==> src/rtl/arb_rx_fifo.sv <==
// Clocked receiver for the arbiter-tree output: 4-phase req/ack in, FIFO, valid/ready out.
// Optional source-id check enabled by defining SRC_CHECK_EN.
module arb_rx_fifo #(
    parameter int WIDTH       = 18,
    parameter int DEPTH       = 4,
    parameter int SYNC_STAGES = 2
) (
    input  logic                     clk,
    input  logic                     rst_n,
    input  logic                     l_req,
    input  logic [WIDTH-1:0]         l_data,
    output logic                     l_ack,
    output logic                     r_valid,
    output logic [WIDTH-1:0]         r_data,
    input  logic                     r_ready,
    output logic [$clog2(DEPTH):0]   count,
    output logic                     err_drop
);
    localparam int AW = $clog2(DEPTH);

    typedef enum logic {IDLE, ACK} state_t;

    state_t              state;
    logic [SYNC_STAGES-1:0] sync;
    logic                req_s;
    logic [AW:0]         wr_ptr;
    logic [AW:0]         rd_ptr;
    logic [WIDTH-1:0]    mem [DEPTH];
    logic                full;
    logic                empty;
    logic                src_ok;
    logic                take;
    logic                push;
    logic                pop;

    always_ff @(posedge clk or negedge rst_n) begin
        if (!rst_n) sync <= '0;
        else        sync <= {sync[SYNC_STAGES-2:0], l_req};
    end
    assign req_s = sync[SYNC_STAGES-1];

`ifdef SRC_CHECK_EN
    assign src_ok = (l_data[WIDTH-1 -: 4] <= 4'd13);
`else
    assign src_ok = 1'b1;
`endif

    assign empty = (wr_ptr == rd_ptr);
    assign full  = (wr_ptr[AW-1:0] == rd_ptr[AW-1:0]) && (wr_ptr[AW] != rd_ptr[AW]);
    // Invalid-id packets are acked and discarded, so they bypass the full check.
    assign take  = (state == IDLE) && req_s && (!full || !src_ok);
    assign push  = take && src_ok;
    assign pop   = !empty && r_ready;

    always_ff @(posedge clk or negedge rst_n) begin
        if (!rst_n) begin
            state    <= IDLE;
            l_ack    <= 1'b0;
            err_drop <= 1'b0;
        end else begin
            err_drop <= take && !src_ok;
            case (state)
                IDLE: if (take) begin
                    l_ack <= 1'b1;
                    state <= ACK;
                end
                ACK: if (!req_s) begin
                    l_ack <= 1'b0;
                    state <= IDLE;
                end
                default: state <= IDLE;
            endcase
        end
    end

    always_ff @(posedge clk or negedge rst_n) begin
        if (!rst_n) begin
            wr_ptr <= '0;
            rd_ptr <= '0;
        end else begin
            if (push) wr_ptr <= wr_ptr + 1'b1;
            if (pop)  rd_ptr <= rd_ptr + 1'b1;
        end
    end

    always_ff @(posedge clk) begin
        if (push) mem[wr_ptr[AW-1:0]] <= l_data;
    end

    assign r_data  = mem[rd_ptr[AW-1:0]];
    assign r_valid = !empty;
    assign count   = wr_ptr - rd_ptr;

endmodule

==> config.mk <==
export PLATFORM = sky130hd
export DESIGN_NAME = arb_rx_fifo
export DESIGN_NICKNAME = d
export VERILOG_FILES = /design/src/rtl/arb_rx_fifo.sv
export SDC_FILE = /design/constraint.sdc
export NUM_CORES = 1
export LEC_CHECK = 0
export CORE_ASPECT_RATIO = 0.6
export CORE_UTILIZATION = 53
export CTS_CLUSTER_DIAMETER = 30
export CTS_CLUSTER_SIZE = 10
export DETAILED_ROUTE_END_ITERATION = 7
export PLACE_DENSITY = 0.78
export REMOVE_ABC_BUFFERS = 1
export SYNTH_ARGS = -nofsm -noshare
export SYNTH_HDL_FRONTEND = slang
export SYNTH_SLANG_ARGS = --single-unit
==> constraint.sdc <==
create_clock -name clk -period 2.9 [get_ports clk]
set_input_delay 0.58 -clock clk [delete_from_list [all_inputs] [get_ports clk]]
set_output_delay 0.58 -clock clk [all_outputs]
set_load 0.02 [all_outputs]
==> summary.txt <==
Outcome
  – Status: completed

Worst hold path
  – Hold crit path type: reg -> reg
  – Min-Delay Startpoint: sync[0]$_DFF_PN0_
  – Hold endpoint: sync[1]$_DFF_PN0_
  – Hold Path Depth: 0

STA
  – Crit share post-route: 0.9485
  – RSZ-0062 raised after global routing: no
  – Slew Viols, Final: 0
  – Final Setup Violations: 0
  – Maximum clock rate: roughly 360 MHz
  – Final hold violations: 0
  – Worst Slack Setup Final: ~150 ps
  – Clk_skew: between 7 and 8 ps
  – Setup_tns: 0 ps
  – Fin crit period: 2751 ps

Drt
  – Drt first pass iters: 4
  – Via-per-instance ratio: between 5 and 6
  – DRC viols: 0
  – Routed length per instance: about 19 um
  – Via count: ~1.6k
  – First DRT Iteration DRCs: between 50 and 60
  – Drt total wl: 5431 um
  – Routed Antenna Nets: 0

Synthesis
  – Post-synth cell types: 26
  – Netlist Area Pre-Place: between 3000 and 4000 um^2
  – Post-synth EDFFs: between 70 and 80
  – Synth Flop Type: edfxtp_1
  – Avg Synthesized Cell Area: between 20 and 25 um^2
  – Sequential-to-total area share from yosys stat: 0.7522
  – Fraction of registers with async set/reset: 0.1220
  – #FFs+latches synth: 82
  – Yosys warns: 0
  – Synth Instances: roughly 150

Power
  – Pwr/cell area: 1072 nW/um^2
  – Leakage: ~0.0014 uW
  – VDD IR-drop max: roughly 540 uV

Critical path
  – Worst R2R Setup Slack: 750 ps
  – Critical path's top delay family: buffers and inverters
  – Crit path buffers/inverters: 3
  – Crit-path cells: inv_1 -> ha_1 -> fa_1 -> inv_1 -> clkdlybuf4s50_1
  – Crit path largest cell delay: roughly 600 ps
  – Critical Path Sink Type: output pin
  – Slowest-stage cell, CP: clkdlybuf4s50_1
  – CP most frequent cell: inv_1
  – R2r worst-path depth: 6
  – End of the worst register-to-register path: mem[1][17]$_DFFE_PP_
  – Critical Path Fanout Max: 4
  – Critical path class: reg -> out
  – CP startpoint kind: register
  – Crit Reg-Reg Startpoint: rd_ptr[1]$_DFFE_PN0P_
  – Worst EP required: 2320 ps
  – WP data arrival: 2170 ps

Cells and area
  – Nets: approximately 230
  – # diodes: 0
  – Commonest cells after routing, fill and taps aside: edfxtp_1 (72), clkdlybuf4s50_1 (43), mux4_2 (18)
  – Commonest non-fill, non-tap cell in the layout: edfxtp_1
  – Share of cells above drive strength 1: 0.2249
  – Layout Area Growth over Synthesis: 24.35%

Global route
  – GR Util All Layers: 0.1938
  – Pin count of the biggest net entering global routing: 21
  – Vias in the first global route: around 1.7k
  – First-pass GRT wire length: between 8000 and 9000 um
  – Grt total ovfl: 0
  – Initial antenna violation count: 0

CTS
  – Clock sink total: 82
  – Inserted Clock Buffers: 9
  – Clk slew on worst S/H paths: ~80 ps
  – TritonCTS clock tree: built
  – Post-CTS setup buffers: 0
  – Root buf cell: clkbuf_8
  – Clk_lat worst skew: approximately 340 ps
  – H-tree levels: 3
  – CTS Buffer Depth: 2
  – Cts hold-fix bufs: 0

Die
  – Ports: between 40 and 50
  – Initial Util: 0.5624
  – Die Y: 62.25 um
  – Die span in x: just over 100 um
  – Die footprint: between 6000 and 7000 um^2
  – Core area: about 5700 um^2
  – FP Rows: 21

Placement
  – Port Buffers: 44
  – Pre-CTS WS: just under 500 ps
  – Final HPWL DP: roughly 3500 um
  – RD Place Congestion: between 0.8 and 0.9

Job
  – Max-cap viol count: 0
[metrics by stage]
stage                     instances  hold slack, ps  utilization  instance area (um^2)  power [uW]
after floorplan                 142           284.4            -                  3173        2671
after global placement          273           332.5       0.6605                  3766        3355
after detailed placement        273           342.8       0.6605                  3766        3411
after CTS                       289           360.2       0.6989                  3985        4312
after global routing            289           381.1       0.6994                  3988        4468
final                           289           357.0       0.6994                  3988        4276
[cells in the mapped netlist, types with 2 or more instances]
| cell type | instances | area, um^2 |
|---|---|---|
| clkbuf_1 | 2 | 7.510 |
| and2_1 | 5 | 31.28 |
| dfrtp_1 | 10 | 250.2 |
| edfxtp_1 | 72 | 2162 |
| buf_4 | 2 | 15.01 |
| inv_1 | 5 | 18.77 |
| mux4_2 | 18 | 405.4 |
| nand2_1 | 4 | 15.01 |
| xnor2_1 | 4 | 35.03 |
| nand2b_1 | 2 | 12.51 |
| ha_1 | 7 | 87.58 |
| mux2_4 | 2 | 30.03 |
[routing by layer]
layer  share of wire  wire [um]  track usage
met4           0.022        119      0.09286
met2            0.46       2511       0.2708
met1            0.45       2460       0.2723
met5               0          0            0
met3           0.063        341      0.06982
[cell type report]
type,instances,area [um^2]
inverter,5,18.77
fill,353,1714
sequential,82,2412
multi-input combinational,55,742.0
timing repair buffer,51,495.5
clock buffer,11,141.4
tap,80,100.1
clock inverter,5,77.57
[kinds of logic (layout without fill, tap and decap cells)]
kind of cell / after synthesis / in the layout / share of synthesized area
AO/OA/AOI/OAI: 6 / 6 / 0.01795
XOR/XNOR: 5 / 5 / 0.01600
adder cells (fa/ha/maj): 8 / 8 / 0.03355
buffers and inverters: 10 / 72 / 0.01639
flip-flops: 82 / 82 / 0.7522
multiplexers: 21 / 21 / 0.1393
other: 1 / 1 / 0.001169
AND/OR/NAND/NOR: 14 / 14 / 0.02341
[where the power goes]
part           internal [uW]  switching [uW]  leakage, uW
combinational            883             923     0.000508
sequential              1490            97.8     0.000772
clock                    505             374     0.000109
total                   2880            1390      0.00139
[how the worst max path moves through the flow]
stage	from	endpoint	slack [ps]	cells after the start
2_1_floorplan	rd_ptr[0]$_DFFE_PN0P_	mem[3][0]$_DFFE_PP_	210	4
3_3_place_gp	wr_ptr[0]$_DFFE_PN0P_	count[2]	510	5
3_5_place_dp	wr_ptr[0]$_DFFE_PN0P_	count[2]	480	5
4_1_cts	wr_ptr[0]$_DFFE_PN0P_	count[2]	90	5
5_1_grt	wr_ptr[0]$_DFFE_PN0P_	count[1]	40	5
6_report	wr_ptr[0]$_DFFE_PN0P_	count[1]	150	5
[sequential cells by signal, indices dropped and copies added, names as in the netlist]
register  count
state         1
wr_ptr        3
l_ack         1
rd_ptr        3
mem          72
sync          2
[timing repair]
item	CTS	global route
setup endpoints to repair	0	1
endpoints found under the hold margin	0	0
gates resized for setup	0	1
No activity file was read; power rests on OpenSTA's default activity.
